--- src/rtl/clock_set_ctrl.sv ---
// Front-panel time-set controller: synchronises and debounces MODE/INC buttons and runs the
// field-select FSM that emits single-cycle set_hr / set_min / set_AMPM pulses for CLOCK.
module clock_set_ctrl #(
    parameter int unsigned DEBOUNCE_CYCLES = 4,
    parameter int unsigned REPEAT_DELAY    = 8,
    parameter int unsigned REPEAT_RATE     = 2,
    parameter int unsigned IDLE_TIMEOUT    = 32
) (
    input  logic       clk,
    input  logic       rst,
    input  logic       btn_mode,
    input  logic       btn_inc,
    output logic       set_hr,
    output logic       set_min,
    output logic       set_AMPM,
    output logic [1:0] mode,
    output logic       editing
);

    localparam int unsigned NUM_BTN    = 2;
    localparam int unsigned BTN_MODE   = 0;
    localparam int unsigned BTN_INC    = 1;
    localparam int unsigned DEB_W      = $clog2(DEBOUNCE_CYCLES + 1);
    localparam int unsigned REP_MAX    = (REPEAT_DELAY > REPEAT_RATE) ? REPEAT_DELAY : REPEAT_RATE;
    localparam int unsigned REP_W      = $clog2(REP_MAX + 1);
    localparam int unsigned IDLE_W     = $clog2(IDLE_TIMEOUT + 1);
    localparam int unsigned ARM_CYCLES = 3;
    localparam int unsigned ARM_W      = $clog2(ARM_CYCLES + 1);

    typedef enum logic [1:0] {
        RUN      = 2'd0,
        SET_HR   = 2'd1,
        SET_MIN  = 2'd2,
        SET_AMPM = 2'd3
    } state_t;

    // Button input path
    logic [NUM_BTN-1:0] raw;
    logic [NUM_BTN-1:0] sync1;
    logic [NUM_BTN-1:0] sync2;
    logic [NUM_BTN-1:0] deb;
    logic [NUM_BTN-1:0] deb_prev;
    logic [NUM_BTN-1:0] armed;
    logic [DEB_W-1:0]   deb_cnt [NUM_BTN];
    logic [ARM_W-1:0]   arm_cnt [NUM_BTN];

    logic mode_rise;
    logic inc_rise;
    logic deb_inc;

    // FSM and timers
    state_t            state;
    state_t            state_nxt;
    logic [REP_W-1:0]  rep_cnt;
    logic [REP_W-1:0]  rep_cnt_nxt;
    logic              rep_active;
    logic              rep_active_nxt;
    logic              rep_first;
    logic              rep_first_nxt;
    logic [IDLE_W-1:0] idle_cnt;
    logic [IDLE_W-1:0] idle_cnt_nxt;
    logic              inc_block;
    logic              inc_block_nxt;
    logic              pulse;
    logic              rep_due;
    logic              set_hr_nxt;
    logic              set_min_nxt;
    logic              set_ampm_nxt;
    logic              editing_nxt;

    assign raw = {btn_inc, btn_mode};

    // Synchroniser, debouncer and arming per button. Arming needs the whole pipeline to read low
    // for ARM_CYCLES edges, so a button held through reset stays inert until released.
    always_ff @(posedge clk) begin
        if (rst) begin
            sync1    <= '0;
            sync2    <= '0;
            deb      <= '0;
            deb_prev <= '0;
            armed    <= '0;
            for (int i = 0; i < NUM_BTN; i++) begin
                deb_cnt[i] <= '0;
                arm_cnt[i] <= '0;
            end
        end else begin
            sync1    <= raw;
            sync2    <= sync1;
            deb_prev <= deb;
            for (int i = 0; i < NUM_BTN; i++) begin
                if (sync2[i] == deb[i]) begin
                    deb_cnt[i] <= '0;
                end else if (deb_cnt[i] == DEB_W'(DEBOUNCE_CYCLES - 1)) begin
                    deb[i]     <= sync2[i];
                    deb_cnt[i] <= '0;
                end else begin
                    deb_cnt[i] <= deb_cnt[i] + DEB_W'(1);
                end

                if (!armed[i]) begin
                    if (!sync2[i] && !deb[i]) begin
                        if (arm_cnt[i] == ARM_W'(ARM_CYCLES - 1)) begin
                            armed[i] <= 1'b1;
                        end else begin
                            arm_cnt[i] <= arm_cnt[i] + ARM_W'(1);
                        end
                    end else begin
                        arm_cnt[i] <= '0;
                    end
                end
            end
        end
    end

    assign mode_rise = deb[BTN_MODE] & ~deb_prev[BTN_MODE] & armed[BTN_MODE];
    assign inc_rise  = deb[BTN_INC]  & ~deb_prev[BTN_INC]  & armed[BTN_INC];
    assign deb_inc   = deb[BTN_INC];

    // State and output registers
    always_ff @(posedge clk) begin
        if (rst) begin
            state      <= RUN;
            rep_cnt    <= '0;
            rep_active <= 1'b0;
            rep_first  <= 1'b0;
            idle_cnt   <= '0;
            inc_block  <= 1'b0;
            set_hr     <= 1'b0;
            set_min    <= 1'b0;
            set_AMPM   <= 1'b0;
            editing    <= 1'b0;
        end else begin
            state      <= state_nxt;
            rep_cnt    <= rep_cnt_nxt;
            rep_active <= rep_active_nxt;
            rep_first  <= rep_first_nxt;
            idle_cnt   <= idle_cnt_nxt;
            inc_block  <= inc_block_nxt;
            set_hr     <= set_hr_nxt;
            set_min    <= set_min_nxt;
            set_AMPM   <= set_ampm_nxt;
            editing    <= editing_nxt;
        end
    end

    assign mode = state;

    // Repeat fires after REPEAT_DELAY for the first repeat, REPEAT_RATE thereafter
    assign rep_due = rep_first ? (rep_cnt == REP_W'(REPEAT_DELAY - 1))
                               : (rep_cnt == REP_W'(REPEAT_RATE - 1));

    // Next-state, timers and pulse generation; a MODE press always takes priority over INC
    always_comb begin
        state_nxt      = state;
        rep_cnt_nxt    = rep_cnt;
        rep_active_nxt = rep_active;
        rep_first_nxt  = rep_first;
        idle_cnt_nxt   = idle_cnt;
        inc_block_nxt  = inc_block & deb_inc;
        pulse          = 1'b0;

        if (mode_rise) begin
            case (state)
                RUN:      state_nxt = SET_HR;
                SET_HR:   state_nxt = SET_MIN;
                SET_MIN:  state_nxt = SET_AMPM;
                SET_AMPM: state_nxt = RUN;
                default:  state_nxt = RUN;
            endcase
            rep_cnt_nxt    = '0;
            rep_active_nxt = 1'b0;
            rep_first_nxt  = 1'b0;
            idle_cnt_nxt   = '0;
            inc_block_nxt  = deb_inc;
        end else if (state == RUN) begin
            rep_cnt_nxt    = '0;
            rep_active_nxt = 1'b0;
            rep_first_nxt  = 1'b0;
            idle_cnt_nxt   = '0;
        end else if (inc_rise && !inc_block) begin
            pulse          = 1'b1;
            rep_cnt_nxt    = '0;
            rep_active_nxt = 1'b1;
            rep_first_nxt  = 1'b1;
            idle_cnt_nxt   = '0;
        end else if (deb_inc) begin
            // Held INC pins the idle timer so the user never times out mid-hold
            idle_cnt_nxt = '0;
            if (rep_active) begin
                if (rep_due) begin
                    pulse         = 1'b1;
                    rep_cnt_nxt   = '0;
                    rep_first_nxt = 1'b0;
                end else if (rep_cnt != REP_W'(REP_MAX)) begin
                    rep_cnt_nxt = rep_cnt + REP_W'(1);
                end
            end
        end else begin
            rep_cnt_nxt    = '0;
            rep_active_nxt = 1'b0;
            rep_first_nxt  = 1'b0;
            if (idle_cnt == IDLE_W'(IDLE_TIMEOUT - 1)) begin
                state_nxt    = RUN;
                idle_cnt_nxt = '0;
            end else begin
                idle_cnt_nxt = idle_cnt + IDLE_W'(1);
            end
        end

        set_hr_nxt   = pulse && (state == SET_HR);
        set_min_nxt  = pulse && (state == SET_MIN);
        set_ampm_nxt = pulse && (state == SET_AMPM);
        editing_nxt  = (state_nxt != RUN);
    end

endmodule

--- config.mk ---
export PLATFORM = sky130hd
export DESIGN_NAME = clock_set_ctrl
export DESIGN_NICKNAME = d
export VERILOG_FILES = /design/src/rtl/clock_set_ctrl.sv
export SDC_FILE = /design/constraint.sdc
export NUM_CORES = 1
export LEC_CHECK = 0
export CELL_PAD_IN_SITES_DETAIL_PLACEMENT = 0
export CELL_PAD_IN_SITES_GLOBAL_PLACEMENT = 1
export CORE_ASPECT_RATIO = 0.7
export CORE_MARGIN = 2
export CORE_UTILIZATION = 25
export CTS_BUF_LIST = sky130_fd_sc_hd__clkbuf_4 sky130_fd_sc_hd__clkbuf_8
export DETAILED_ROUTE_END_ITERATION = 16
export PLACE_DENSITY = 0.59
export SLEW_MARGIN = 15
export SYNTH_ARGS = -nofsm -noshare
export SYNTH_HDL_FRONTEND = slang
export SYNTH_SLANG_ARGS = --single-unit
--- constraint.sdc ---
create_clock -name clk -period 3.9 [get_ports clk]
set_input_delay 0.78 -clock clk [delete_from_list [all_inputs] [get_ports clk]]
set_output_delay 0.78 -clock clk [all_outputs]
set_load 0.05 [all_outputs]
* After elaboration in Yosys (flattened, before gate mapping)
Memories as Yosys holds them, arrays and structs flattened.
Index checks and enable logic that the tools add are counted.
** Cells by class
- Add/subtract/negate cells :: 6
- Equal/unequal tests :: 16
- Mux-type cells :: 80
- Bitwise operators :: 20
- Reductions and logical operators :: 21
** Operator list (number)
- $mux W1 :: 62
- $mux W2 :: 9
- $mux W3 :: 6
- $or A1 B1 Y1 :: 10
- $eq A2 B2 Y1 const B :: 4
- $mux W4 :: 2
- $pmux W2 S4 :: 1
- $reduce_and A2 Y1 :: 4
- $add A3 B1 Y3 const B :: 2
- $add A6 B1 Y6 const B :: 1
- $eq A3 B2 Y1 const B :: 2
- $eq A6 B5 Y1 const B :: 1
- $logic_and A1 B1 Y1 :: 6
- $ne A3 B1 Y1 const B :: 2
- $reduce_or A6 Y1 :: 1
- $and A1 B1 Y1 :: 5
- $logic_not A1 Y1 :: 5
- $not A1 Y1 :: 5
- $reduce_or A5 Y1 :: 1
- $add A2 B1 Y2 const B :: 2
- $add A4 B1 Y4 const B :: 1
- $eq A4 B1 Y1 const B :: 1
- $eq A4 B3 Y1 const B :: 1
- $ne A4 B4 Y1 const B :: 1
- 6 further kinds :: 8
** Word-level totals
- Flip-flop bits (word level) :: 29
- Memory bits (writable) :: 10
- Input port bits :: 4
- Output and inout bits :: 6
- Logic and storage cells :: 161
- Memories :: 2
** Memory list
- deb_cnt :: depth 2, bits a word 3, read ports 2, clocked after Yosys merged registers in 0, wr ports 2, line 44 : logic [DEB_W-1:0] deb_cnt [NUM_BTN];
- arm_cnt :: depth 2, bits a word 2, read ports 2, clocked after Yosys merged registers in 0, wr ports 2, line 45 : logic [ARM_W-1:0] arm_cnt [NUM_BTN];

* Logic depth before layout (Yosys ltp)
Gate-level depths: netlist (run 1).
- Depth after elaboration :: 9
- Mapped depth :: 5
- Gate-level depth less buffers :: 5

* Least setup slack after synthesis (run 1)
No wires, ideal clock.
- Kind :: register -> register
- From :: register state[0], in the netlist mode[0]
- To :: register editing
- Arrival :: 1.693 ns
- Required time :: 3.765 ns
- Path slack :: 2.072 ns
- Cell stages (with the launch flop) :: 6
- Period minus slack after synthesis :: 1.828 ns
- Path through :: dfxtp_1 -> inv_1 -> ha_1 -> nor2_1 -> nor4b_1 -> o41ai_1
** On the way
- Longest elaborated chain between the ends :: 6
** RTL lines
- start, declared :: line 52 : state_t state;
- start signal, assigned :: line 133 : state <= state_nxt;
- $mux W2 :: line 202 : if (idle_cnt == IDLE_W'(IDLE_TIMEOUT - 1)) begin
- $mux W2 :: line 186 : end else if (deb_inc) begin
- $mux W2 :: line 180 : end else if (inc_rise && !inc_block) begin
- $mux W2 :: line 175 : end else if (state == RUN) begin
- $mux W2 * :: line 162 : if (mode_rise) begin
- $reduce_bool A2 Y1 * :: line 213 : editing_nxt = (state_nxt != RUN);
- end signal, assigned :: line 142 : editing <= editing_nxt;
- end, declared :: line 17 : output logic editing
Mark *: on every way between the ends. The rest lies on a longest branch, timed or not.
A chain may end at the register's enable or synchronous reset.

* Worst setup path in the final report (run 1)
- From :: register state[0], in the netlist mode[0]
- To :: output port mode[0]
** RTL lines
- end, declared :: line 16 : output logic [1:0] mode,
No word-level cell between the ends.

==> impl_metrics.ini, run 1 <==
[run_status]
status = complete, no violations

[floorplanning]
num_rows = 25
initial_core_util_pct = 25.95
die_width_um = 104.3
die_h_um = 74.24
pin_count = 10
core_um2 = 6788
dieArea_um2 = 7745

[timing]
fmax_ghz = 0.4298
maxSlewHeadroom_pct = 64.60
worst_pin_slew_ns = 0.5237
whs_ns = 0.4452
final-setup-viol-count = 0
fin_tns_setup_ns = 0
finClkSkew_ns = 0.008447
finalHoldViolations = 0
fin_crit_sh_pct = 59.65
final.min_clock_period_ns = 2.327
slew_violations = 0
rsz0062_at_grt = false

[clocking]
ctsHoldBuffers = 0
postCtsSetupBuffers = 0
cts.sinks = 39
root_buffer = clkbuf_8
postCtsResizedCells = 0
worstSkewPairLatency_ns = 0.29
clockBufferDepth = 2
cts_buffers = 5
htreeDepth = 2
clk_pin_slew_worst_paths_ns = 0.08
cts_tree = done

[layout]
final_area_um2 = 2059
fillers = 737
fin_util_pct = 30.34
drive_above_1_share_pct = 5.500
nNetsFinal = 218
antenna_cells_inserted = 0
syn_to_final_growth_pct = 16.90

[grt]
grt_use_met1_pct = 12.51
busiest_layer = met1
antenna_found_initial = 0
grt_overflow = 0
track_usage_pct = 8.738
grt_pass1_vias = 1062
use_met3_pct = 3.769
grt_max_degree = 14
use_met2_pct = 10.82
grt_pass1_wl_um = 5168

[yosys]
synth_most_common_cell = dfxtp_1
ys_warn_count = 0
syn-instance-count = 182
synth_edf_count = 8
synth_ff_type = dfxtp_1
synth_top_cell_area_share_pct = 35.23
synth_common_cells = dfxtp_1, nor2_1, inv_1
synth.area.top_cells = dfxtp_1, edfxtp_1, ha_1, nor2_1, inv_1
synth_top_area_cell = dfxtp_1
synth_seq_cells = 39
yosysSeqAreaShare_pct = 48.86
ys_types = 39
avgSynthCellArea_um2 = 9.680
netlist_area_um2 = 1762
ys_async_sr_fraction_pct = 0

[pwr]
leakagePower_nw = 0.7555
p_total_uw = 806.5
ir_worst_vdd_mv = 0.2521
p_per_area_nw_per_um2 = 391.6

[placement]
gp_congestion = 0.7225
placed_area_um2 = 1976
dpl.hpwl_um = 2175
io_buffers = 9

[route]
post-route-drc-count = 0
drtIter0Drc = 51
drtAntennaViolNets = 0
wl_um = 2985
wire_per_inst_um = 10.15
drt-pass1-iter-count = 3
num_vias = 1204
vias_per_cell = 4.095

[worst_setup_path]
slowest_delay_ns = 0.84
arrival_ns = 1.55
start_kind = register
worst_ep_required_time_ns = 3.12
worstSetupPathType = reg -> out
crit_buf_inv = 1
cp-end-kind = output pin
path_cells = clkdlybuf4s50_1
reg2reg_slack_ns = 2.23
critPathTopFamily = buffers and inverters
crit_fanout = 5
cp_slowest_cell = clkdlybuf4s50_1

[hold_path]
min_path_type = reg -> reg

[flow_run]
cap_viol_max_count = 0
==> state kept, by name, summed over array words and instances, names as in the netlist <==
register and count:
sync1 2, sync2 2, mode 2, armed 2, deb_prev 2, deb 2, deb_cnt 6, rep_active 1
set_min 1, set_AMPM 1, editing 1, idle_cnt 6, arm_cnt 4, set_hr 1, inc_block 1, rep_cnt 4
rep_first 1
==> through the flow <==
| step | worst slack [ns] | cells |
|---|---|---|
| 6_report | 1.573 | 294 |
| 5_1_grt | 1.491 | 294 |
| 4_1_cts | 1.563 | 294 |
| 3_5_place_dp | 1.637 | 286 |
| 3_3_place_gp | 1.619 | 286 |
| 2_1_floorplan | 2.072 | 187 |
==> cells in the final DEF (no fill, tap or decap), types with 2 or more instances in the layout <==
| cell type | count |
|---|---|
| conb_1 | 6 |
| nor2_1 | 20 |
| nand3b_1 | 4 |
| or3_1 | 5 |
| ha_1 | 15 |
| nand3_1 | 6 |
| clkinv_2 | 3 |
| nor3b_1 | 3 |
| nor4_1 | 2 |
| a211oi_1 | 7 |
| nor3_1 | 4 |
| nor2b_1 | 6 |
| xor2_1 | 2 |
| or3b_2 | 2 |
| clkdlybuf4s50_1 | 9 |
| nand2_1 | 13 |
| clkbuf_8 | 5 |
| inv_1 | 19 |
| edfxtp_1 | 8 |
| a21oi_1 | 5 |
| mux2i_1 | 2 |
| a21boi_0 | 2 |
| o41ai_1 | 3 |
| a21o_1 | 2 |
| dfxtp_1 | 31 |
==> layer usage <==
metal / up-vias / routed length, um
met4: 0 / 55
met5: - / 0
li1: 657 / -
met1: 527 / 1753
met3: 6 / 132
met2: 14 / 1044
==> worst reg2reg max path, delay by kind of cell, from the launching register on <==
kind	cells	cell delay, ns
AND/OR/NAND/NOR	2	0.61
buffers and inverters	1	0.11
flip-flops	1	0.42
adder cells (fa/ha/maj)	1	0.26
AO/OA/AOI/OAI	1	0.15
==> power breakdown <==
| group | leakage, nW | switching, mW | total [mW] | internal [mW] |
|---|---|---|---|---|
| sequential | 0.336 | 0.0163 | 0.459 | 0.442 |
| clock | 0.0477 | 0.144 | 0.266 | 0.122 |
| combinational | 0.372 | 0.0416 | 0.0818 | 0.0401 |
==> final timing paths <==
| check | start | end | depth (start not counted) |
|---|---|---|---|
| setup reg to reg | mode[0] | editing | 5 |
| hold / removal | sync1[0] | sync2[0] | 1 |
| hold reg to reg | sync1[0] | sync2[0] | 1 |
| setup / recovery | mode[0] | mode[0] | 1 |
==> final cells by class <==
type / instances / area [um2] / area share [%]
Multi-Input combinational cell: 124 / 828.3 / 40.22
Timing Repair Buffer: 10 / 97.59 / 4.739
Clock buffer: 5 / 68.82 / 3.341
Sequential cell: 39 / 860.8 / 41.80
Tap cell: 94 / 117.6 / 5.711
Inverter: 19 / 71.32 / 3.463
Clock inverter: 3 / 15.01 / 0.7290
==> kinds of logic after synthesis <==
kind of cell / after synthesis / share of synthesized area, %
AO/OA/AOI/OAI: 28 / 11.65
XOR/XNOR: 3 / 1.492
adder cells (fa/ha/maj): 15 / 10.65
buffers and inverters: 24 / 5.184
flip-flops: 39 / 48.86
multiplexers: 2 / 1.136
other: 1 / 0.2129
AND/OR/NAND/NOR: 70 / 20.81
Power figures use the tool's default switching activity.
==> run 2, diff against run 1 <==
--- a/config.mk
+++ b/config.mk
@@ -12,7 +12,7 @@
 export CORE_UTILIZATION = 25
 export CTS_BUF_LIST = sky130_fd_sc_hd__clkbuf_4 sky130_fd_sc_hd__clkbuf_8
 export DETAILED_ROUTE_END_ITERATION = 16
-export PLACE_DENSITY = 0.59
+export PLACE_DENSITY = 0.61
 export SLEW_MARGIN = 15
 export SYNTH_ARGS = -nofsm -noshare
 export SYNTH_HDL_FRONTEND = slang
==> constraint.sdc (replaced) <==
create_clock -name clk -period 1.97 [get_ports clk]
set_input_delay 0.394 -clock clk [delete_from_list [all_inputs] [get_ports clk]]
set_output_delay 0.394 -clock clk [all_outputs]
set_load 0.05 [all_outputs]
==> run 2 against run 1 <==
Design area increased by 0.12%. Critical path depth is the same. Routed wire length down 3.2%. Sequential cell count stayed put. Clock power rose by 92%. Worst setup slack worse by 1.4 ns. Sequential power is 97% higher. Clock skew decreased by 0.0023 ns. Critical path type unchanged.
==> impl_metrics.ini, run 2 (same netlist as run 1, synthesis figures left out) <==
[route]
drtIter0Drc = 13
vias_per_cell = 4.031
wire_per_inst_um = 9.793
drtAntennaViolNets = 0
post-route-drc-count = 0
drt-pass1-iter-count = 4
wl_um = 2889
num_vias = 1189

[hold_path]
min_path_type = reg -> reg

[clocking]
ctsHoldBuffers = 0
htreeDepth = 2
worstSkewPairLatency_ns = 0.28
cts_buffers = 5
postCtsResizedCells = 0
postCtsSetupBuffers = 0
cts_tree = done
root_buffer = clkbuf_8
clockBufferDepth = 2
clk_pin_slew_worst_paths_ns = 0.07
cts.sinks = 39

[placement]
dpl.hpwl_um = 2212
gp_congestion = 0.7510
placed_area_um2 = 1978
io_buffers = 9

[timing]
finalHoldViolations = 0
slew_violations = 0
fmax_ghz = 0.5584
worst_pin_slew_ns = 0.5235
finClkSkew_ns = 0.006112
maxSlewHeadroom_pct = 64.61
fin_crit_sh_pct = 90.90
final-setup-viol-count = 0
fin_tns_setup_ns = 0
rsz0062_at_grt = false
final.min_clock_period_ns = 1.791

[floorplanning]
dieArea_um2 = 7745
core_um2 = 6788
pin_count = 10
die_width_um = 104.3
die_h_um = 74.24
num_rows = 25
initial_core_util_pct = 25.95

[flow_run]
cap_viol_max_count = 0

[grt]
grt_pass1_wl_um = 5257
antenna_found_initial = 0
grt_overflow = 0
track_usage_pct = 8.611
grt_pass1_vias = 1170
grt_max_degree = 15

[layout]
nNetsFinal = 219
syn_to_final_growth_pct = 17.05
antenna_cells_inserted = 0
drive_above_1_share_pct = 5.970
fillers = 701
final_area_um2 = 2062
most-common-layout-cells = dfxtp_1, nor2_1, inv_1, ha_1, nand2_1
largestRegisters = deb_cnt x6, idle_cnt x6
final_common_cell = dfxtp_1

[worst_setup_path]
cp_slowest_cell = clkdlybuf4s50_1
crit_buf_inv = 1
crit_fanout = 1
arrival_ns = 1.40
path_cells = clkdlybuf4s50_1
cp-end-kind = output pin
worst_ep_required_time_ns = 1.58
start_kind = register
worstSetupPathType = reg -> out
slowest_delay_ns = 0.80
critPathTopFamily = buffers and inverters

[pwr]
ir_worst_vdd_mv = 0.3231
leakagePower_nw = 0.7605
p_per_area_nw_per_um2 = 769.7

[run_status]
status = complete, no violations
[run 2: changes by cell type in the layout (fill, tap and decap cells not counted), sizes merged]
cell / previous run / this run
clkdlybuf4s50: 9 / 7
buf: 1 / 4
clkbuf: 5 / 6
clkinv: 3 / 2
[run 2: power by group]
part	switching (mW)	internal (mW)	total, mW
sequential	0.0303	0.876	0.906
combinational	0.0868	0.0827	0.169
clock	0.257	0.255	0.512
total	0.374	1.21	1.59
[run 2: worst paths after layout]
kind	from	end	slack (ns)	cells after the start
setup / recovery	editing	editing	0.18	1
hold reg to reg	sync1[0]	sync2[0]	0.44	1
setup reg to reg	mode[0]	editing	0.32	5
hold / removal	sync1[0]	sync2[0]	0.44	1
[run 2: layer usage]
metal | share of wire, % | global-route usage [%] | wire (um) | up-vias
li1 | - | - | - | 665
met1 | 59 | 11.63 | 1710 | 510
met2 | 36 | 12.42 | 1030 | 12
met3 | 4.3 | 3.243 | 123 | 2
met4 | 0.83 | 3.604 | 24 | 0
met5 | 0 | 0 | 0 | -
[run 2: through the flow]
step	util [%]	hold slack (ns)	worst slack [ns]	total power [mW]	instances
final	30.38	0.4364	0.1793	1.587	295
after CTS	30.38	0.4395	0.1570	1.616	295
after global placement	29.14	0.4218	0.3248	1.095	287
after global routing	30.38	0.4625	0.1346	1.680	295
after detailed placement	29.14	0.4220	0.2781	1.098	287
after floorplan	-	0.4138	0.1416	1.053	187
[run 2: cell type report]
cell class / count / area [um2] / area share, %
clock inverters: 2 / 7.507 / 0.3641
repair buffers: 11 / 100.1 / 4.854
well taps: 94 / 117.6 / 5.704
inverters: 19 / 71.32 / 3.459
multi-input cells: 124 / 828.3 / 40.17
clock buffers: 6 / 76.32 / 3.701
flip-flops and latches: 39 / 860.8 / 41.75
==> run 3, diff against run 2 <==
--- a/config.mk
+++ b/config.mk
@@ -5,6 +5,7 @@
 export SDC_FILE = /design/constraint.sdc
 export NUM_CORES = 1
 export LEC_CHECK = 0
+export ABC_CLOCK_PERIOD_IN_PS = 1970
 export CELL_PAD_IN_SITES_DETAIL_PLACEMENT = 0
 export CELL_PAD_IN_SITES_GLOBAL_PLACEMENT = 1
 export CORE_ASPECT_RATIO = 0.7
@@ -12,7 +13,7 @@
 export CORE_UTILIZATION = 25
 export CTS_BUF_LIST = sky130_fd_sc_hd__clkbuf_4 sky130_fd_sc_hd__clkbuf_8
 export DETAILED_ROUTE_END_ITERATION = 16
-export PLACE_DENSITY = 0.61
+export PLACE_DENSITY = 0.52
 export SLEW_MARGIN = 15
 export SYNTH_ARGS = -nofsm -noshare
 export SYNTH_HDL_FRONTEND = slang
==> run 3 against run 2 <==
Count of clock-buffer cells in the layout is 1 lower. Critical path depth stayed put. First-iteration DRC count grew to 2.7 times the previous value. Highest routed layer unchanged. Design area stayed put.
==> impl_metrics.ini, run 3 (same netlist as run 1, synthesis figures left out) <==
[run_status]
status = complete, no violations

[layout]
syn_to_final_growth_pct = 17.05
most-common-layout-cells = dfxtp_1, nor2_1, inv_1, ha_1, nand2_1
multiInputGateArea_um2 = 828.3
fillers = 722
final_common_cell = dfxtp_1
seq_area_um2 = 860.8
drive_above_1_share_pct = 5.500
largestRegisters = deb_cnt x6, idle_cnt x6
nNetsFinal = 218
antenna_cells_inserted = 0

[grt]
grt_overflow = 0
grt_max_degree = 24
track_usage_pct = 8.450
grt_pass1_wl_um = 5175
grt_pass1_vias = 1104
antenna_found_initial = 0

[timing]
slew_violations = 0
whs_ns = 0.4407
finalHoldViolations = 0
fmax_ghz = 0.5189
rsz0062_at_grt = false
final.min_clock_period_ns = 1.927
fin_crit_sh_pct = 97.83
final-setup-viol-count = 0
finClkSkew_ns = 0.009409
worst_pin_slew_ns = 0.5057
maxSlewHeadroom_pct = 66.18
fin_tns_setup_ns = 0

[worst_setup_path]
cp_slowest_cell = clkdlybuf4s50_1
start_kind = register
critPathTopFamily = buffers and inverters
worstSetupPathType = reg -> out
rr_worst_depth = 5
worst_ep_required_time_ns = 1.58
arrival_ns = 1.53
path_cells = clkdlybuf4s50_1
crit_fanout = 5
crit_buf_inv = 1
crit_cells = 1
cp-end-kind = output pin
slowest_delay_ns = 0.84

[clocking]
cts.sinks = 39
clockBufferDepth = 2
root_buffer = clkbuf_8
cts_tree = done
cts_buffers = 5
worstSkewPairLatency_ns = 0.29
clk_pin_slew_worst_paths_ns = 0.07
htreeDepth = 2
ctsHoldBuffers = 0

[floorplanning]
initial_core_util_pct = 25.95
core_um2 = 6788
die_width_um = 104.3
num_rows = 25
pin_count = 10
die_h_um = 74.24
dieArea_um2 = 7745

[route]
post-route-drc-count = 0
vias_per_cell = 4.228
wl_met3_um = 158
dr_wl_met2_um = 1077
num_vias = 1243
drtAntennaViolNets = 0
wire_per_inst_um = 9.993
wl_um = 2938
drtIter0Drc = 35
top_layer = met4
drt-pass1-iter-count = 4
wirelength_met1_um = 1669

[hold_path]
min_path_type = reg -> reg
min_path_cells = 1

[placement]
io_buffers = 9
gp_congestion = 0.7180
dpl.hpwl_um = 2123

[flow_run]
cap_viol_max_count = 0

[pwr]
p_per_area_nw_per_um2 = 771.4
p_total_mw = 1.591
leakagePower_nw = 0.7743
ir_worst_vdd_mv = 0.4082
[run 3: cell types whose count changed in the layout (fill, tap and decap cells not counted), sizes merged]
cell and change:
dlymetal6s2s +1, buf -3, clkbuf -1, clkdlybuf4s50 +1
clkinv +1
[run 3: layer usage]
layer,vias to the layer above,track usage (%)
met5,-,0
met4,0,3.153
met3,5,3.330
met2,28,12.35
met1,547,11.34
li1,663,-
[run 3: final cells by class]
type / count / share of cell area (%)
clock buffer: 5 / 3.337
clock inverter: 3 / 0.7282
inverter: 19 / 3.459
multi-input combinational: 124 / 40.17
sequential: 39 / 41.75
tap: 94 / 5.704
timing repair buffer: 10 / 4.854
[run 3: worst register-to-register path: cells and delay by family, from the launching register on]
| family | cells | cell delay [ns] |
|---|---|---|
| AOI/OAI and AO/OA | 1 | 0.17 |
| buffers and inverters | 1 | 0.10 |
| and+or+nand+nor | 2 | 0.60 |
| DFF | 1 | 0.41 |
| adders and majority gates | 1 | 0.26 |
[run 3: what timing repair did]
| item | 4_1_cts | 5_1_grt |
|---|---|---|
| hold endpoints to repair | 0 | 0 |
| setup endpoints to repair | 0 | 1 |
| setup buffers | 0 | 0 |
| gates resized for setup | 0 | 1 |
[run 3: final timing paths]
kind,from,endpoint,slack [ns]
setup reg to reg,mode[0],editing,0.30
setup / recovery,mode[0],mode[0],0.04
hold reg to reg,sync1[1],sync2[1],0.44
hold / removal,sync1[1],sync2[1],0.44
[run 3: metrics by stage]
stage	setup slack, ns	util [%]	area, um2	cells
floorplan	0.1416	-	1780	187
global placement	0.2381	29.11	1976	286
detailed placement	0.2389	29.11	1976	286
CTS	0.02837	30.34	2059	294
global route	0.0003405	30.38	2062	294
finish	0.04285	30.38	2062	294
[run 3: power by group]
part           switching (mW)  leakage [nW]  internal (mW)
sequential             0.0312         0.336          0.875
combinational          0.0830         0.391         0.0795
clock                   0.279        0.0477          0.242
